`config.mk`:
```
export PLATFORM = sky130hd
export DESIGN_NAME = cmd_receiver_flat
export DESIGN_NICKNAME = d
export VERILOG_FILES = /design/src/rtl/cmd_receiver_pkg.sv /design/src/rtl/cmd_receiver_if.sv /design/src/rtl/cmd_fifo.sv /design/src/rtl/cmd_receiver.sv /design/src/flat_wrapper.sv
export SDC_FILE = /design/constraint.sdc
export NUM_CORES = 1
export LEC_CHECK = 0
export ABC_AREA = 0
export CORE_MARGIN = 2
export CORE_UTILIZATION = 50
export DETAILED_ROUTE_END_ITERATION = 6
export PLACE_DENSITY = 0.75
export SYNTH_ARGS = -nofsm -noshare
export SYNTH_HDL_FRONTEND = slang
export SYNTH_SLANG_ARGS = --single-unit
```
`constraint.sdc`:
```
create_clock -name clk -period 2.6 [get_ports clk]
set_input_delay 0.52 -clock clk [delete_from_list [all_inputs] [get_ports clk]]
set_output_delay 0.52 -clock clk [all_outputs]
set_load 0.01 [all_outputs]
```
`src/rtl/cmd_receiver_pkg.sv`:
```
// Shared types and default sizing for the write-command receiver.
package cmd_receiver_pkg;

  localparam int unsigned ID_SZ      = 4;
  localparam int unsigned FIFO_DEPTH = 4;

  typedef enum logic [1:0] {
    OpDel = 2'b00,
    OpIns = 2'b01,
    OpChk = 2'b10
  } opcode_e;

endpackage

```
`src/rtl/cmd_receiver_if.sv`:
```
// Command and response channels of the receiver, plus its status outputs.
interface cmd_receiver_if
  import cmd_receiver_pkg::*;
#(
  parameter int unsigned ID_SZ = cmd_receiver_pkg::ID_SZ,
  parameter int unsigned CNT_W = 16
);

  logic             wrm;
  logic             wrs;
  opcode_e          wop;
  logic             wmo;
  logic [ID_SZ-1:0] wid;
  logic             rsp_vld;
  logic             rsp_rdy;
  opcode_e          rsp_op;
  logic [ID_SZ-1:0] rsp_id;
  logic             rsp_hit;
  logic [ID_SZ:0]   occ;
  logic [CNT_W-1:0] acc_cnt;

  modport master (
    output wrm, wop, wmo, wid, rsp_rdy,
    input  wrs, rsp_vld, rsp_op, rsp_id, rsp_hit, occ, acc_cnt
  );

  modport slave (
    input  wrm, wop, wmo, wid, rsp_rdy,
    output wrs, rsp_vld, rsp_op, rsp_id, rsp_hit, occ, acc_cnt
  );

endinterface

```
`src/rtl/cmd_fifo.sv`:
```
// Synchronous FIFO, power-of-two depth; push ignored when full, pop ignored when empty.
module cmd_fifo #(
  parameter int unsigned Width = 8,
  parameter int unsigned Depth = 4
) (
  input  logic             clk,
  input  logic             rst,
  input  logic             push,
  input  logic             pop,
  input  logic [Width-1:0] din,
  output logic [Width-1:0] dout,
  output logic             full,
  output logic             empty
);

  localparam int unsigned AddrW = $clog2(Depth);

  logic [Width-1:0] mem_q [Depth];
  logic [Width-1:0] mem_d [Depth];
  logic [AddrW-1:0] wr_ptr_q, wr_ptr_d;
  logic [AddrW-1:0] rd_ptr_q, rd_ptr_d;
  logic [AddrW:0]   cnt_q, cnt_d;
  logic             do_push, do_pop;

  assign full    = (cnt_q == (AddrW + 1)'(Depth));
  assign empty   = (cnt_q == '0);
  assign dout    = mem_q[rd_ptr_q];
  assign do_push = push && !full;
  assign do_pop  = pop && !empty;

  always_comb begin
    mem_d    = mem_q;
    wr_ptr_d = wr_ptr_q;
    rd_ptr_d = rd_ptr_q;
    cnt_d    = cnt_q;
    if (do_push) begin
      mem_d[wr_ptr_q] = din;
      wr_ptr_d        = wr_ptr_q + AddrW'(1);
    end
    if (do_pop) begin
      rd_ptr_d = rd_ptr_q + AddrW'(1);
    end
    // Pointers wrap naturally because Depth is a power of two.
    unique case ({do_push, do_pop})
      2'b10:   cnt_d = cnt_q + (AddrW + 1)'(1);
      2'b01:   cnt_d = cnt_q - (AddrW + 1)'(1);
      default: cnt_d = cnt_q;
    endcase
  end

  always_ff @(posedge clk) begin
    if (!rst) begin
      wr_ptr_q <= '0;
      rd_ptr_q <= '0;
      cnt_q    <= '0;
    end else begin
      wr_ptr_q <= wr_ptr_d;
      rd_ptr_q <= rd_ptr_d;
      cnt_q    <= cnt_d;
    end
  end

  always_ff @(posedge clk) begin
    mem_q <= mem_d;
  end

endmodule

```
`src/rtl/cmd_receiver.sv`:
```
// Buffers write commands, executes them in order against a presence table, and
// returns a response beat for every command that asks for one.
module cmd_receiver
  import cmd_receiver_pkg::*;
#(
  parameter int unsigned ID_SZ      = cmd_receiver_pkg::ID_SZ,
  parameter int unsigned FIFO_DEPTH = cmd_receiver_pkg::FIFO_DEPTH,
  parameter int unsigned CNT_W      = 16
) (
  input logic           clk,
  input logic           rst,
  cmd_receiver_if.slave bus
);

  localparam int unsigned OpW  = $bits(opcode_e);
  localparam int unsigned CmdW = OpW + 1 + ID_SZ;
  localparam int unsigned TblN = 2 ** ID_SZ;

  logic [CmdW-1:0]  fifo_din, fifo_dout;
  logic             fifo_full, fifo_empty;
  logic             push, pop;
  opcode_e          head_op;
  logic             head_mode;
  logic [ID_SZ-1:0] head_id;
  logic             hit;

  logic [TblN-1:0]  tbl_q, tbl_d;
  logic [ID_SZ:0]   occ_q, occ_d;
  logic [CNT_W-1:0] acc_cnt_q, acc_cnt_d;
  logic             rsp_vld_q, rsp_vld_d;
  opcode_e          rsp_op_q, rsp_op_d;
  logic [ID_SZ-1:0] rsp_id_q, rsp_id_d;
  logic             rsp_hit_q, rsp_hit_d;

  assign fifo_din  = {bus.wop, bus.wmo, bus.wid};
  assign head_op   = opcode_e'(fifo_dout[CmdW-1 -: OpW]);
  assign head_mode = fifo_dout[ID_SZ];
  assign head_id   = fifo_dout[ID_SZ-1:0];
  assign hit       = tbl_q[head_id];

  // No pass-through when full: ready depends on registered occupancy only.
  assign bus.wrs = rst && !fifo_full;
  assign push    = bus.wrm && bus.wrs;
  assign pop     = !fifo_empty && (!rsp_vld_q || bus.rsp_rdy);

  cmd_fifo #(
    .Width (CmdW),
    .Depth (FIFO_DEPTH)
  ) u_fifo (
    .clk   (clk),
    .rst   (rst),
    .push  (push),
    .pop   (pop),
    .din   (fifo_din),
    .dout  (fifo_dout),
    .full  (fifo_full),
    .empty (fifo_empty)
  );

  always_comb begin
    tbl_d     = tbl_q;
    occ_d     = occ_q;
    acc_cnt_d = acc_cnt_q;
    rsp_vld_d = rsp_vld_q;
    rsp_op_d  = rsp_op_q;
    rsp_id_d  = rsp_id_q;
    rsp_hit_d = rsp_hit_q;

    if (push) begin
      acc_cnt_d = acc_cnt_q + CNT_W'(1);
    end
    if (bus.rsp_rdy) begin
      rsp_vld_d = 1'b0;
    end

    if (pop) begin
      case (head_op)
        OpIns: begin
          tbl_d[head_id] = 1'b1;
          if (!hit) occ_d = occ_q + (ID_SZ + 1)'(1);
        end
        OpDel: begin
          tbl_d[head_id] = 1'b0;
          if (hit) occ_d = occ_q - (ID_SZ + 1)'(1);
        end
        default: ;
      endcase
      if (head_mode) begin
        rsp_vld_d = 1'b1;
        rsp_op_d  = head_op;
        rsp_id_d  = head_id;
        rsp_hit_d = hit;
      end
    end
  end

  always_ff @(posedge clk) begin
    if (!rst) begin
      tbl_q     <= '0;
      occ_q     <= '0;
      acc_cnt_q <= '0;
      rsp_vld_q <= 1'b0;
      rsp_op_q  <= OpDel;
      rsp_id_q  <= '0;
      rsp_hit_q <= 1'b0;
    end else begin
      tbl_q     <= tbl_d;
      occ_q     <= occ_d;
      acc_cnt_q <= acc_cnt_d;
      rsp_vld_q <= rsp_vld_d;
      rsp_op_q  <= rsp_op_d;
      rsp_id_q  <= rsp_id_d;
      rsp_hit_q <= rsp_hit_d;
    end
  end

  assign bus.rsp_vld = rsp_vld_q;
  assign bus.rsp_op  = rsp_op_q;
  assign bus.rsp_id  = rsp_id_q;
  assign bus.rsp_hit = rsp_hit_q;
  assign bus.occ     = occ_q;
  assign bus.acc_cnt = acc_cnt_q;

endmodule

```
`src/flat_wrapper.sv`:
```
// flat-port wrapper written by rule: the top's interface ports become plain ports
module cmd_receiver_flat import cmd_receiver_pkg::*;
#(
  parameter int unsigned ID_SZ      = cmd_receiver_pkg::ID_SZ,
  parameter int unsigned FIFO_DEPTH = cmd_receiver_pkg::FIFO_DEPTH,
  parameter int unsigned CNT_W      = 16
)
  (clk, rst, bus_wrm, bus_wop, bus_wmo, bus_wid, bus_rsp_rdy, bus_wrs, bus_rsp_vld, bus_rsp_op, bus_rsp_id, bus_rsp_hit, bus_occ, bus_acc_cnt);
  cmd_receiver_if #(.ID_SZ(ID_SZ), .CNT_W(CNT_W)) bus_i ();
  input logic clk;
  input logic rst;
  input wire logic [$bits(bus_i.wrm)-1:0] bus_wrm;
  input wire logic [$bits(bus_i.wop)-1:0] bus_wop;
  input wire logic [$bits(bus_i.wmo)-1:0] bus_wmo;
  input wire logic [$bits(bus_i.wid)-1:0] bus_wid;
  input wire logic [$bits(bus_i.rsp_rdy)-1:0] bus_rsp_rdy;
  output wire logic [$bits(bus_i.wrs)-1:0] bus_wrs;
  output wire logic [$bits(bus_i.rsp_vld)-1:0] bus_rsp_vld;
  output wire logic [$bits(bus_i.rsp_op)-1:0] bus_rsp_op;
  output wire logic [$bits(bus_i.rsp_id)-1:0] bus_rsp_id;
  output wire logic [$bits(bus_i.rsp_hit)-1:0] bus_rsp_hit;
  output wire logic [$bits(bus_i.occ)-1:0] bus_occ;
  output wire logic [$bits(bus_i.acc_cnt)-1:0] bus_acc_cnt;
  assign bus_i.wrm = bus_wrm;
  assign bus_i.wop = bus_wop;
  assign bus_i.wmo = bus_wmo;
  assign bus_i.wid = bus_wid;
  assign bus_i.rsp_rdy = bus_rsp_rdy;
  assign bus_wrs = bus_i.wrs;
  assign bus_rsp_vld = bus_i.rsp_vld;
  assign bus_rsp_op = bus_i.rsp_op;
  assign bus_rsp_id = bus_i.rsp_id;
  assign bus_rsp_hit = bus_i.rsp_hit;
  assign bus_occ = bus_i.occ;
  assign bus_acc_cnt = bus_i.acc_cnt;
  cmd_receiver #(.ID_SZ(ID_SZ), .FIFO_DEPTH(FIFO_DEPTH), .CNT_W(CNT_W)) u_core (.clk(clk), .rst(rst), .bus(bus_i));
endmodule
```
After elaboration in Yosys (flattened, before gate mapping)
Index checks and enable logic that the tools add are counted.
- register bits: 80
- input bits: 11
- output and inout port bits: 30
- word-level logic and storage cells: 73
- add/sub/neg operators: 7
- $lt $le $gt $ge: 5
- equal/unequal tests: 6
- muxes and demuxes: 18
- bitwise gates (word level): 5
- reduce and logical (&&, ||, !) cells: 18
- operators with widths (kind ; number):
    16-bit case mux with 2 select lines ; 1
    28-bit bitwise mux ; 1
    7-bit 2-to-1 mux ; 3
    16-bit by 1-bit adder with 16-bit output (second input constant) ; 1
    16-bit bitwise AND ; 1
    16-bit inverter ; 1
    16-bit OR ; 1
    7-bit binary-select mux with 2-bit select ; 1
    7-bit demux with 2-bit select ; 1
    5-bit 2-to-1 mux ; 2
    5-bit case mux with 2 select lines ; 1
    1-bit logical AND ; 7
    3-bit greater-or-equal comparator (second input constant) ; 2
    2-bit inverter with 3-bit output ; 2
    3-bit case mux with 2 select lines ; 1
    5-bit by 1-bit adder with 5-bit output (second input constant) ; 1
    4-bit by 5-bit < comparator with 1-bit output (second input constant) ; 1
    1-bit 2-to-1 mux ; 5
    5-bit by 1-bit subtractor with 5-bit output (second input constant) ; 1
    2-bit by 1-bit adder with 2-bit output (second input constant) ; 2
    1-bit binary-select mux with 4-bit select ; 1
    1-bit demux with 4-bit select ; 1
    2-bit by 1-bit equality test with 1-bit output (second input constant) ; 2
    4-bit by 1-bit greater-or-equal comparator with 1-bit output (second input constant) ; 1
    14 further kinds ; 18

Logic depth before layout (Yosys ltp)
- word-level depth: 11
- gate-level depth with buffers: 11

Hierarchy
A second synthesis with hierarchy kept.
- cell total of the unflattened synthesis: 333
- area total of the unflattened synthesis: 3599.7 µm²
- modules (own cells, without submodules) (module ; instances ; cells each ; area each (µm²) ; sequential area each (µm²)):
    cmd_receiver ; 1 ; 245 ; 2139.6 ; 900.9
    cmd_fifo ; 1 ; 88 ; 1460.2 ; 980.9

Worst setup path after synthesis
OpenSTA, ideal clock, no wires.
- kind: in2reg
- from: in rst
- to: reg u_core.u_fifo.cnt_q[2]
- data arrival time: 2756 ps
- required time: 2529 ps
- setup slack: -226 ps
- cell stages on the path: 9
- path buffers: 1
- cell sequence: inv_1 a211oi_1 clkbuf_1 inv_1 ha_1 fa_1 xnor2_1 or3_1 a21oi_1
- cells in the longest elaborated chain, start to end: 5
- RTL lines (element ; RTL line ; source):
    from (decl) ; flat_wrapper.sv:11 ; input logic rst;
    1-bit logical AND ; cmd_receiver.sv:42 ; assign bus.wrs = rst && !fifo_full;
    1-bit logical AND ; cmd_receiver.sv:43 ; assign push = bus.wrm && bus.wrs;
    1-bit logical AND ; cmd_fifo.sv:28 ; assign do_push = push && !full;
    2-bit by 1-bit equality test with 1-bit output or 2-bit equality test (tied branches) ; cmd_fifo.sv:44 ; unique case ({do_push, do_pop})
    3-bit case mux with 2 select lines or 2-bit nonzero test (tied branches) ; n/a ;
    to (signal assigned) ; cmd_fifo.sv:59 ; cnt_q <= cnt_d;
    to (decl) ; cmd_fifo.sv:22 ; logic [AddrW:0] cnt_q, cnt_d;
Several ways; a longest one is shown, not always the timed one.
A chain may end at the register's enable or synchronous reset.

Final worst setup path
- from: in rst
- to: out bus_wrs
- cells in the longest elaborated chain, start to end: 1
- RTL lines (element ; RTL line ; source):
    1-bit logical AND ; cmd_receiver.sv:42 ;
    to (decl) ; flat_wrapper.sv:17 ; output wire logic [$bits(bus_i.wrs)-1:0] bus_wrs;
Every way passes these cells.

==> impl_metrics.csv <==
group,metric,value,unit
outcome,status,"complete, no violations",
sta,fin_crit_sh,94.13,%
cells_and_area,final_nets,396,
global_route,grt_pass1_wl,11270,um
critical_path,crit_top_cell,"clkdlybuf4s50_1",
global_route,grtUsageTotal,18.93,%
sta,hold_viol,0,
pwr,report.power.total,3.733,mW
global_route,overflow,0,
synthesis,synth_area_leaders,"dfxtp_1 29%, edfxtp_1 24%, mux2i_1 4.2%",
critical_path,rr_worst_depth,8,
sta,fmax,0.4086,GHz
floorplan,io_pins,41,
cells_and_area,antennaDiodeCount,0,
sta,rsz0062_at_grt,"false",
cells_and_area,final_cells,475,
critical_path,critPathMaxStageDelay,0.56,ns
critical_path,critPathKind,"in -> out",
synthesis,synth_xor_area_share,4.655,%
clocking,cts_buffers,9,
critical_path,crit_fanout,2,
sta,timing.hold.ws,0.4834,ns
critical_path,cp_slowest_cell,"clkdlybuf4s50_1",
sta,skew,0.009444,ns
cells_and_area,layout_commonest_cell,"dfxtp_1",
critical_path,path_depth,5,
critical_path,worstPathArrival,1.93,ns
detailed_routing,vias,2536,
hold_path,hold_class,"reg -> reg",
clocking,cts_sinks,80,
place,port_buffers,40,
synthesis,synth_top_family_by_area,"simple AND/OR/NAND/NOR gates",
cells_and_area,layout_common_cells,"50 x dfxtp_1, 40 x clkdlybuf4s50_1, 34 x nor2_1",
synthesis,ys_seq_area_share,52.64,%
pwr,ir_drop,633.9,uV
floorplan,die_area,7842,sq um
synthesis,synth.avg_cell_area,11.21,sq um
place,dp_hpwl,4879,um
synthesis,synth.distinct_cells,42,
critical_path,cp_num_buf_inv,4,
place,place_inst,456,
synthesis,synth_ff_type,"dfxtp_1",
sta,setup_viol,0,
synthesis,yosys.area.top_type,"dfxtp_1",
synthesis,ys_async_sr_fraction,0,%
hold_path,holdPathStages,2,
synthesis,synth_seq_cells,80,
detailed_routing,drcViolationCount,0,
critical_path,cp-end-kind,"output pin",
synthesis,synthAdderAreaFrac,4.270,%
cells_and_area,syn2layout_area_growth,22.58,%
pwr,powerDensity,851.9,nW/um^2
floorplan,die_x,88.56,um
clocking,cts_root_buf,"clkbuf_8",
detailed_routing,dr.first_iter.drc_count,186,
clocking,cts_hold_buf,0,
detailed_routing,drtAntennaViolNets,0,
clocking,cts_tree,"yes",
clocking,cts_max_path_buffers,2,
detailed_routing,dr.pass1.iters,5,
synthesis,synth-simple-area-share,14.07,%
clocking,clk_latency,0.35,ns
critical_path,cp_cell_sequence,"clkdlybuf4s50_1, inv_1, buf_4, a21oi_1, clkdlybuf4s50_1",
global_route,grt_pass1_vias,2404,
cells_and_area,drive_above_1_share,14.78,%
place,gp_congestion,0.8408,
sta,report.final.slew_viol_count,0,
clocking,clkTransAtPathRegs,0.08,ns
synthesis,netlist_instances,319,
synthesis,synth_warnings,0,
place,place_ws,-0.1608,ns
critical_path,worstPathRequired,2.08,ns
synthesis,synth_fp_nets,341,
synthesis,synth_top_area_share,29.12,%
floorplan,num_rows,30,
floorplan,coreArea,6869,sq um
flow_run,maxCapViolCount,0,
synthesis,synthMuxAreaShare,10.71,%
synthesis,synth_compound_area_share,10.33,%
sta,fin_ws,0.1527,ns
floorplan,dieHeight,88.56,um
critical_path,path_delay_family,"buffers and inverters",
pwr,p_leak,1.648,nW
critical_path,worstSetupStartpointType,"input pin",
global_route,grt_antenna_before_repair,0,
synthesis,syn_area,3575,sq um
detailed_routing,viasPerCell,5.339,
sta,tightest_slew,0.4914,ns
global_route,grt_max_degree,47,
synthesis,synth_edf_count,28,
sta,tns,0,ns
clocking,htree_num_levels,3,
detailed_routing,routedWlPerCell,14.83,um
sta,max_slew_margin,67.16,%
detailed_routing,finalWirelength,7042,um
sta,fin_crit,2.447,ns
floorplan,initial_core_util,52.04,%
## report_power, final
group          internal (mW)  switching (mW)
combinational          0.687           0.691
sequential              1.44           0.120
clock                  0.350           0.450
total                   2.47            1.26
## layout make-up
cell class	count	area, sq um
clock inverter	6	45.04
fill	552	2487
sequential	80	1884
multi-input combinational	213	1608
timing repair buffer	61	561.8
inverter	9	35.03
clock buffer	10	127.6
tap	96	120.1
## cell usage after synthesis, types with 2 or more instances
cell       number
dfxtp_1        52
nor2_1         34
edfxtp_1       28
nand2_1        24
a21oi_1        22
mux2i_1        15
xor2_1         13
a311oi_1       12
clkbuf_1       12
ha_1            9
inv_1           8
nor2b_1         7
and2_1          6
mux4_2          6
o21ai_0         6
xnor2_1         6
nand2b_1        5
nand3_1         5
nand4_1         5
or3_1           5
a211oi_1        4
and3_1          4
mux2_4          3
a211o_1         2
a21o_1          2
and2b_1         2
buf_1           2
buf_2           2
buf_6           2
fa_1            2
mux4_1          2
o2111ai_1       2
## worst reg2reg max path, cell delays in order (launching register included)
cell and delay [ns]:
dfxtp_2 0.37, buf_6 0.16, mux4_1 0.55, buf_4 0.19
a211o_1 0.25, o2111ai_1 0.11, nand4_2 0.19, mux2_4 0.38
mux2i_1 0.13
## cell families (layout without fill, tap and decap cells)
kind of cell | Yosys count | after routing
AO/OA/AOI/OAI | 54 | 54
XOR/XNOR | 19 | 19
adder cells (fa/ha/maj) | 11 | 11
buffers and inverters | 27 | 86
flip-flops | 80 | 80
multiplexers | 26 | 27
AND/OR/NAND/NOR | 102 | 102
## per-layer routing
metal	part of all wire (%)	track usage, %
met5	0	0
met1	44	25.24
met4	1.1	6.336
met2	49	30.35
met3	5.7	4.851
## worst paths after layout
kind | start | to | slack [ns]
setup / recovery | rst | bus_wrs | 0.15
hold / removal | u_core.bus.occ[4] | u_core.bus.occ[4] | 0.48
hold reg to reg | u_core.bus.occ[4] | u_core.bus.occ[4] | 0.48
setup reg to reg | u_core.u_fifo.rd_ptr_q[0] | u_core.bus.occ[0] | 0.16
## metrics by stage
| stage | util [%] | instance area (sq um) |
|---|---|---|
| floorplan | - | 3583 |
| global route | 63.79 | 4382 |
| detailed placement | 60.53 | 4158 |
| global placement | 60.53 | 4158 |
| finish | 63.79 | 4382 |
| CTS | 63.06 | 4332 |
## what timing repair did
| item | CTS | global route |
|---|---|---|
| setup buffers | 0 | 2 |
| resized for setup | 1 | 6 |
| endpoints found under the setup margin | 1 | 5 |
| pin swaps | 0 | 1 |
| cloned | 0 | 1 |
Note: power is estimated with default switching activity, not from simulation.
